<file path="config.mk">
export PLATFORM = sky130hd
export DESIGN_NAME = uart_dds_cmd_ctrl
export DESIGN_NICKNAME = d
export VERILOG_FILES = /design/src/rtl/dds_cmd_pkg.sv /design/src/rtl/dds_cmd_decode.sv /design/src/rtl/uart_dds_cmd_ctrl.sv
export SDC_FILE = /design/constraint.sdc
export NUM_CORES = 1
export LEC_CHECK = 0
export CELL_PAD_IN_SITES_DETAIL_PLACEMENT = 0
export CELL_PAD_IN_SITES_GLOBAL_PLACEMENT = 1
export CORE_MARGIN = 2
export CORE_UTILIZATION = 30
export DETAILED_ROUTE_END_ITERATION = 8
export GPL_ROUTABILITY_DRIVEN = 0
export PLACE_DENSITY = 0.62
export SYNTH_ARGS = -nofsm -noshare
export SYNTH_HDL_FRONTEND = slang
export SYNTH_SLANG_ARGS = --single-unit
export TNS_END_PERCENT = 100
</file>
<file path="constraint.sdc">
create_clock -name sys_clk -period 2.8 [get_ports sys_clk]
set_input_delay 0.56 -clock sys_clk [delete_from_list [all_inputs] [get_ports sys_clk]]
set_output_delay 0.56 -clock sys_clk [all_outputs]
set_load 0.005 [all_outputs]
</file>
<file path="src/rtl/dds_cmd_pkg.sv">
// Shared constants and state encoding for the UART-to-DDS command sequencer.
package dds_cmd_pkg;

    localparam logic [7:0] OP_FTW   = 8'h01;
    localparam logic [7:0] OP_PHASE = 8'h02;
    localparam logic [7:0] OP_AMP   = 8'h03;
    localparam logic [7:0] OP_WAVE  = 8'h04;
    localparam logic [7:0] OP_EN    = 8'h05;
    localparam logic [7:0] OP_LED   = 8'h08;

    localparam logic [2:0] REG_FTW   = 3'd0;
    localparam logic [2:0] REG_PHASE = 3'd1;
    localparam logic [2:0] REG_AMP   = 3'd2;
    localparam logic [2:0] REG_WAVE  = 3'd3;
    localparam logic [2:0] REG_EN    = 3'd4;

    localparam logic [7:0] ST_OK_BASE = 8'hA0;
    localparam logic [7:0] ST_BADCH   = 8'hEC;
    localparam logic [7:0] ST_BADOP   = 8'hEE;
    localparam logic [7:0] ST_TMO     = 8'hEF;

    typedef enum logic [2:0] {
        IDLE,
        DECODE,
        WRITE,
        ACK_WAIT,
        ACK
    } state_t;

endpackage

</file>
<file path="src/rtl/dds_cmd_decode.sv">
// Combinational opcode/channel decode into a config-bus write and its status byte.
module dds_cmd_decode
    import dds_cmd_pkg::*;
#(
    parameter int NUM_CH = 2
) (
    input  logic [7:0]  opcode,
    input  logic [3:0]  ch,
    input  logic [3:0]  arg,
    input  logic [15:0] data_hi,
    input  logic [15:0] data_lo,
    output logic        legal,
    output logic        is_led,
    output logic [2:0]  addr,
    output logic [31:0] wdata,
    output logic [7:0]  status
);

    always_comb begin
        logic write_op;
        write_op = 1'b1;
        legal    = 1'b0;
        is_led   = 1'b0;
        addr     = 3'd0;
        wdata    = 32'd0;
        status   = ST_BADOP;

        case (opcode)
            OP_FTW: begin
                addr  = REG_FTW;
                wdata = {data_hi, data_lo};
            end
            OP_PHASE: begin
                addr  = REG_PHASE;
                wdata = {16'h0, data_hi};
            end
            OP_AMP: begin
                addr  = REG_AMP;
                wdata = {20'h0, data_lo[11:0]};
            end
            OP_WAVE: begin
                addr  = REG_WAVE;
                wdata = {30'h0, arg[1:0]};
            end
            OP_EN: begin
                addr  = REG_EN;
                wdata = {31'h0, arg[0]};
            end
            OP_LED: begin
                write_op = 1'b0;
                is_led   = 1'b1;
                status   = ST_OK_BASE | OP_LED;
            end
            default: write_op = 1'b0;
        endcase

        // The channel range only matters for opcodes that touch the DDS bus
        if (write_op) begin
            if (int'(ch) < NUM_CH) begin
                legal  = 1'b1;
                status = ST_OK_BASE | {4'h0, opcode[3:0]};
            end else begin
                status = ST_BADCH;
            end
        end
    end

endmodule

</file>
<file path="src/rtl/uart_dds_cmd_ctrl.sv">
// Packet-to-register-write sequencer: owns the DDS config bus and returns a status byte per packet.
module uart_dds_cmd_ctrl
    import dds_cmd_pkg::*;
#(
    parameter int NUM_CH      = 2,
    parameter int TIMEOUT_CYC = 1000,
    parameter int CNT_W       = 10
) (
    input  logic        sys_clk,
    input  logic        sys_rst_n,
    input  logic        recv_done,
    input  logic [7:0]  dataA,
    input  logic [15:0] dataB,
    input  logic [15:0] dataC,
    input  logic [7:0]  dataD,
    output logic        cfg_valid,
    input  logic        cfg_ready,
    output logic [3:0]  cfg_ch,
    output logic [2:0]  cfg_addr,
    output logic [31:0] cfg_wdata,
    output logic        tx_start,
    output logic [7:0]  tx_data,
    input  logic        tx_busy,
    output logic        led,
    output logic        cmd_drop
);

    state_t             state;
    logic [7:0]         op_q;
    logic [15:0]        b_q;
    logic [15:0]        c_q;
    logic [7:0]         d_q;
    logic [7:0]         status_q;
    logic [CNT_W-1:0]   tmo_cnt;

    logic               dec_legal;
    logic               dec_is_led;
    logic [2:0]         dec_addr;
    logic [31:0]        dec_wdata;
    logic [7:0]         dec_status;

    localparam logic [CNT_W-1:0] TMO_LAST = CNT_W'(TIMEOUT_CYC - 1);

    dds_cmd_decode #(.NUM_CH(NUM_CH)) u_decode (
        .opcode  (op_q),
        .ch      (d_q[7:4]),
        .arg     (d_q[3:0]),
        .data_hi (b_q),
        .data_lo (c_q),
        .legal   (dec_legal),
        .is_led  (dec_is_led),
        .addr    (dec_addr),
        .wdata   (dec_wdata),
        .status  (dec_status)
    );

    always_ff @(posedge sys_clk or negedge sys_rst_n) begin
        if (!sys_rst_n) begin
            state     <= IDLE;
            op_q      <= '0;
            b_q       <= '0;
            c_q       <= '0;
            d_q       <= '0;
            status_q  <= '0;
            tmo_cnt   <= '0;
            cfg_valid <= 1'b0;
            cfg_ch    <= '0;
            cfg_addr  <= '0;
            cfg_wdata <= '0;
            tx_start  <= 1'b0;
            tx_data   <= '0;
            led       <= 1'b0;
            cmd_drop  <= 1'b0;
        end else begin
            tx_start <= 1'b0;
            cmd_drop <= recv_done && (state != IDLE);

            case (state)
                IDLE: begin
                    if (recv_done) begin
                        op_q  <= dataA;
                        b_q   <= dataB;
                        c_q   <= dataC;
                        d_q   <= dataD;
                        state <= DECODE;
                    end
                end
                DECODE: begin
                    status_q <= dec_status;
                    if (dec_legal) begin
                        cfg_ch    <= d_q[7:4];
                        cfg_addr  <= dec_addr;
                        cfg_wdata <= dec_wdata;
                        cfg_valid <= 1'b1;
                        tmo_cnt   <= '0;
                        state     <= WRITE;
                    end else begin
                        if (dec_is_led)
                            led <= d_q[0];
                        state <= ACK_WAIT;
                    end
                end
                WRITE: begin
                    // A handshake on the final allowed cycle still counts as success
                    if (cfg_ready) begin
                        cfg_valid <= 1'b0;
                        state     <= ACK_WAIT;
                    end else if (tmo_cnt == TMO_LAST) begin
                        cfg_valid <= 1'b0;
                        status_q  <= ST_TMO;
                        state     <= ACK_WAIT;
                    end else begin
                        tmo_cnt <= tmo_cnt + 1'b1;
                    end
                end
                ACK_WAIT: begin
                    if (!tx_busy) begin
                        tx_start <= 1'b1;
                        tx_data  <= status_q;
                        state    <= ACK;
                    end
                end
                ACK:      state <= IDLE;
                default:  state <= IDLE;
            endcase
        end
    end

endmodule

</file>
==> results of run 1 <==
## placed cells by master, fill, tap and decap left out, types with 3 or more instances in the layout
cell type,synthesis,final
clkdlybuf4s50_1,0,99
nor2_1,10,10
o21a_1,3,3
clkbuf_1,17,4
dfrtp_1,114,114
nor4_1,4,3
o31ai_1,3,3
nand2_1,28,28
mux2_2,50,50
a22o_1,3,3
nor2b_1,4,4
o21ai_1,67,67
a22oi_1,15,15
nor3_1,9,9
clkbuf_8,0,6
and2_1,4,3
a21oi_1,11,11
o21ai_0,5,5
nand3b_1,3,3
buf_4,2,16
or3_1,3,3
inv_1,3,3
clkbuf_16,0,17
## through the flow
step	instances	setup slack, ns	total power (W)	utilization, %
2_1_floorplan	414	0.790	0.00347	-
3_3_place_gp	716	0.572	0.00407	38.8
3_5_place_dp	716	0.541	0.00412	38.8
4_1_cts	747	0.561	0.00631	42.5
5_1_grt	747	0.443	0.00658	42.5
6_report	747	0.611	0.00624	42.5
## routing by layer
metal	vias up	GRT usage, %	share of wire (%)
li1	1716	-	-
met1	1855	20.7	46
met2	114	23.0	46
met3	16	4.86	6.3
met4	0	5.74	1.3
met5	-	0	0
## registers in the layout, summed over array words and instances (netlist names)
signal / flops
b_q: 16
c_q: 16
cfg_addr: 3
cfg_ch: 4
cfg_valid: 1
cfg_wdata: 32
cmd_drop: 1
d_q: 6
led: 1
op_q: 8
state: 3
status_q: 6
tmo_cnt: 10
tx_data: 6
tx_start: 1
## power by group
part | internal (W) | leakage (nW) | switching, W
combinational | 0.000840 | 0.991 | 0.000679
sequential | 0.00214 | 1.43 | 0.000414
clock | 0.00144 | 0.293 | 0.000722
## final cells by class
type | instances | area (um^2)
flip-flops and latches | 114 | 2850
repair buffers | 116 | 1130
clock buffers | 27 | 523
multi-input cells | 267 | 1890
inverters | 3 | 11.3
clock inverters | 4 | 70.1
well taps | 216 | 270
fillers | 1541 | 9130
## critical path, delay by kind of cell, from the launching register on
family / cells / cell delay [ns]
compound gates: 1 / 0.15
flops: 1 / 0.37
buf+inv: 1 / 0.32
simple gates: 3 / 1.26
## final timing paths
path	from	to	cells after the start
setup / recovery	op_q[7]$_DFFE_PN0P_	cfg_wdata[20]$_DFFE_PN0P_	5
hold / removal	sys_rst_n	cfg_wdata[21]$_DFFE_PN0P_	1
setup reg to reg	op_q[7]$_DFFE_PN0P_	cfg_wdata[20]$_DFFE_PN0P_	5
hold reg to reg	status_q[5]$_DFFE_PN0P_	status_q[5]$_DFFE_PN0P_	1
max in group asynchronous	sys_rst_n	status_q[1]$_DFFE_PN0P_	2
min in group sys_clk	status_q[5]$_DFFE_PN0P_	status_q[5]$_DFFE_PN0P_	1
## cell families after synthesis
logic type / synth area share [%]
AOI/OAI and AO/OA: 14.9
DFF: 58.4
other: 0.0768
and+or+nand+nor: 10.2
xor gates and xnor gates: 0.359
muxes: 12.6
adders and majority gates: 0.256
buffers and inverters: 3.15
## cell usage after synthesis (3+ instances only)
master	instances
and2_1	4
o21ai_1	67
or3_1	3
dfrtp_1	114
o31ai_1	3
inv_1	3
nor3_1	9
nand2_1	28
nor2b_1	4
a22o_1	3
o21a_1	3
clkbuf_1	17
mux2_2	50
nor4_1	4
nor2_1	10
nand3b_1	3
a22oi_1	15
o21ai_0	5
a21oi_1	11
buf_2	6
buf_1	3
==> results.txt, run 1 <==
# H-tree levels = 4
Num rows = 46
Register bit total from synthesis = 114
Vias per Instance = 4.95
Reg-to-reg setup timing slack = 0.61 ns
CTS Buf Count = 17
Die ar. = 17300 um^2
Worst Tran Pin Value = 0.788 ns
DRC viols = 0
Critical Path, Cell by Cell = or4_1 -> and4b_2 -> nand2_1 -> buf_4 -> o21ai_1
Distinct cells, synth = 56
WP data required = 3.14 ns
Die X = 132 um
Leak = 2.71 nW
Critical path arrival = 2.53 ns
Critical path type = flop to flop
MaxCap Viol Count = 0
Vias in the first global route = 3667
RSZ-0062 raised after global routing = no
Layout cells sized above 1 = 19.8%
Status = complete, no violations
Die H = 132 um
Min Tclk post-route = 2.19 ns
Setup TNS Final = 0 ns
Starting DRT DRC Count = 217
Number of I/O port buffers = 100
Top cells by area, synth = dfrtp_1 (58%), mux2_2 (12%), o21ai_1 (6.9%), a22oi_1 (2.3%), nand2_1 (2.2%)
Layout Nets = 573
Final ANT Viol Nets = 0
Drt pass-1 iters = 4
Crit-path max cell delay = 0.59 ns
Dominant synthesized flop cell = dfrtp_1
Number of gates resized after cts = 0
Fin area = 6750 um^2
P&R area growth vs syn = 38.2%
Clock latency on the worst-skew pair = 0.42 ns
Sequential area share after synthesis = 58.4%
CP Capture Type = flop
CTS max path bufs = 2
Largest net degree at the start of global routing = 46
Startpoint Class = flop
Via count = 3701
First-pass GRT wire length = 20500 um
N_diodes = 0
Initial Utilization = 30.7%
CTS tree = built
Fin Clk Skew = 0.0103 ns
Post-synth ARST share = 100%
Min-delay worst type = input port to asynchronous set/reset pin
Final period util = 78.2%
Post-synth EDFFs = 0
CTS Sinks = 114
Final hold violation count = 0
Root buffer cell = clkbuf_16
Total global routing overflow = 0
Syn nets = 468
Area share of the largest cell type after synthesis = 58.4%
Yosys warning count = 0
Post-DP HPWL = 8420 um
Hold-fix buffers, CTS = 0
WL/cell = 17.0 um
Worst slew margin = 47.0%
Pwr/cell area = 924 nW/um^2
Mapped cell area = 4880 um^2
Fin. max-slew vios = 0
CTS clock-pin slew for the worst setup and hold paths = 0.05 ns
Syn_area_per_cell = 11.8 um^2
Core area = 15900 um^2
DRT Wirelength = 12700 um
Syn Inst Count = 414
Max frequency = 0.457 GHz
CP max-delay cell = or4_1
Count of final setup violators = 0
Ports = 104
GRT Overall Usage = 15.3%
Worst-path fanout max = 20
Worst hold slack = 0.118 ns
# Post-CTS Setup Buffers = 0
DP Area = 6160 um^2
Max IR drop VDD = 0.472 mV
Initial antenna violation count = 0
Leading area contributor after synthesis = dfrtp_1
Power figures use the tool's default switching activity.
==> inputs of run 2 (changes only) <==
--- a/config.mk
+++ b/config.mk
@@ -11,7 +11,7 @@
 export CORE_UTILIZATION = 30
 export DETAILED_ROUTE_END_ITERATION = 8
 export GPL_ROUTABILITY_DRIVEN = 0
-export PLACE_DENSITY = 0.62
+export PLACE_DENSITY = 0.65
 export SYNTH_ARGS = -nofsm -noshare
 export SYNTH_HDL_FRONTEND = slang
 export SYNTH_SLANG_ARGS = --single-unit
==> constraint.sdc (replaced) <==
create_clock -name sys_clk -period 1.9 [get_ports sys_clk]
set_input_delay 0.38 -clock sys_clk [delete_from_list [all_inputs] [get_ports sys_clk]]
set_output_delay 0.38 -clock sys_clk [all_outputs]
set_load 0.005 [all_outputs]
==> results.txt, run 2 (synthesis results as in run 1) <==
Die ar. = 17300 um^2 (unchanged)
Root buffer cell = clkbuf_16
Total global routing overflow = 0 (unchanged)
Initial antenna violation count = 0 (unchanged)
Startpoint Class = flop
Largest register by flop count = cfg_wdata
Final period util = 106% (+27 points)
Filler cells = 1503 (-2.5%)
Vias per Instance = 4.92 (-0.70%)
Clock latency on the worst-skew pair = 0.41 ns (about the same)
Die H = 132 um (unchanged)
WP buf/inv = 3 (+2)
First-pass GRT wire length = 20500 um (+0.34%)
GRT Overall Usage = 15.2% (-0.15 points)
Core area = 15900 um^2 (unchanged)
Failing checks = setup timing
Fin. max-slew vios = 0 (unchanged)
Overall power = 0.00943 W (+51%)
Max frequency = 0.498 GHz (+9.1%)
Die X = 132 um (unchanged)
Vias in the first global route = 3877 (+5.7%)
CTS max path bufs = 2 (unchanged)
CTS Sinks = 114 (unchanged)
# H-tree levels = 4 (unchanged)
N_diodes = 0 (unchanged)
Post-DP HPWL = 8830 um (+4.8%)
CTS clock-pin slew for the worst setup and hold paths = 0.06 ns (about the same)
Pwr/cell area = 1280 nW/um^2 (+39%)
DRT Wirelength = 13700 um (+7.7%)
Beginning of the critical path = op_q[7]$_DFFE_PN0P_
CP delay by family, top = simple AND/OR/NAND/NOR gates
CTS tree = built
WP data required = 2.20 ns (-0.94 ns)
MaxCap Viol Count = 0 (unchanged)
Crit path setup slack, layout = -0.106 ns (-0.717 ns)
Min Tclk post-route = 2.01 ns (-0.183 ns)
Final ANT Viol Nets = 0 (unchanged)
Ports = 104 (unchanged)
Min-delay worst type = input port to asynchronous set/reset pin
Worst slew margin = 63.8% (+17 points)
Num rows = 46 (unchanged)
Crit-path max cell delay = 0.56 ns (-0.03 ns)
P&R area growth vs syn = 50.4%
Max IR drop VDD = 0.694 mV (+47%)
RR Startpoint = op_q[7]$_DFFE_PN0P_
Most frequent cells in the layout = dfrtp_1 (114), clkdlybuf4s50_1 (99), mux2_2 (50)
Starting DRT DRC Count = 132 (-39%)
Layout Nets = 601 (+4.9%)
Critical Path, Cell by Cell = or4_4 -> buf_6 -> nand4b_1 -> buf_6 -> clkbuf_16 -> o21ai_1 -> o21ai_1
Fin Clk Skew = 0.00948 ns (-0.000788 ns)
Largest net degree at the start of global routing = 48 (+4.3%)
CP Capture Type = flop
CTS Buf Count = 17 (unchanged)
Worst Tran Pin Value = 0.544 ns (-0.244 ns)
Status = complete, but fails checks
Max reg flops = 32 (unchanged)
WL/cell = 17.7 um (+4.0%)
Initial Utilization = 30.7% (unchanged)
Final hold violation count = 0 (unchanged)
Count of final setup violators = 38 (+38)
Biggest regs = cfg_wdata (32), b_q (16), c_q (16)
Critical path type = flop to flop
CP max-delay cell = or4_4
Layout cells sized above 1 = 30.1% (+10 points)
Critical path arrival = 2.30 ns (-0.23 ns)
RSZ-0062 raised after global routing = yes
Leak = 2.99 nW (+10%)
Commonest non-fill, non-tap cell in the layout = dfrtp_1
Drt pass-1 iters = 4 (unchanged)
Worst-path fanout max = 10 (-50%)
Number of I/O port buffers = 100 (unchanged)
Via count = 3808 (+2.9%)
Setup TNS Final = -2.40 ns (-2.40 ns)
DRC viols = 0 (unchanged)
run 2: changes by cell type in the layout (fill, tap and decap cells not counted), sizes merged:
cell / previous run / this run
buf: 17 / 38
clkbuf: 27 / 30
clkinv: 2 / 4
dlygate4sd3: 0 / 1
run 2: layer usage:
metal,routed length (um),global-route usage (%)
met1,5980,18.8
met3,687,5.32
met5,0,0
met4,97,4.77
met2,6900,24.9
run 2: timing repair:
| action | CTS | global route |
|---|---|---|
| hold endpoints to repair | 27 | 0 |
| gates cloned | 0 | 8 |
| pin swaps | 1 | 17 |
| gates resized for setup | 9 | 43 |
| hold buffers | 1 | 0 |
| setup endpoints to repair | 50 | 72 |
| setup buffers | 1 | 2 |
run 2: final timing paths:
| kind | depth (start not counted) | to | slack, ns |
|---|---|---|---|
| max | 7 | cfg_wdata[11]$_DFFE_PN0P_ | -0.11 |
| min | 2 | cfg_ch[1]$_DFFE_PN0P_ | 0.46 |
| max reg2reg | 7 | cfg_wdata[11]$_DFFE_PN0P_ | -0.11 |
| min reg2reg | 1 | status_q[5]$_DFFE_PN0P_ | 0.47 |
| max in group asynchronous | 3 | b_q[12]$_DFFE_PN0P_ | 0.84 |
| min in group sys_clk | 1 | status_q[5]$_DFFE_PN0P_ | 0.47 |
run 2: final cells by class:
type	count	area, um^2	area share (%)
clock buffers	24	482	6.56
clock inverters	6	80.1	1.09
inverters	3	11.3	0.153
multi-input cells	267	2070	28.2
flip-flops and latches	114	2850	38.8
well taps	216	270	3.68
repair buffers	144	1580	21.4
run 2: where the power goes:
| group | leakage (nW) | switching (W) | total [W] | internal (W) |
|---|---|---|---|---|
| clock | 0.280 | 0.00104 | 0.00304 | 0.00201 |
| sequential | 1.43 | 0.000548 | 0.00370 | 0.00316 |
| combinational | 1.28 | 0.00123 | 0.00269 | 0.00146 |
| total | 2.99 | 0.00281 | 0.00943 | 0.00662 |
run 2: stage by stage:
stage               utilization, %  worst slack (ns)  hold WS [ns]  instances  area (um^2)
global placement              40.1            -0.144         0.343        732         6370
global route                  46.2            -0.146         0.491        774         7350
CTS                           44.0           -0.0901         0.469        764         6990
finish                        46.2            -0.106         0.461        774         7350
detailed placement            40.1            -0.171         0.350        732         6370
floorplan                        -           -0.0890        0.0844        414         4900
==> inputs of run 3 (changes only) <==
--- a/config.mk
+++ b/config.mk
@@ -5,6 +5,8 @@
 export SDC_FILE = /design/constraint.sdc
 export NUM_CORES = 1
 export LEC_CHECK = 0
+export ABC_CLOCK_PERIOD_IN_PS = 1900
+export CAP_MARGIN = 0
 export CELL_PAD_IN_SITES_DETAIL_PLACEMENT = 0
 export CELL_PAD_IN_SITES_GLOBAL_PLACEMENT = 1
 export CORE_MARGIN = 2
==> results of run 3 <==
Final layout, timing and power as in run 2 (identical DEF).
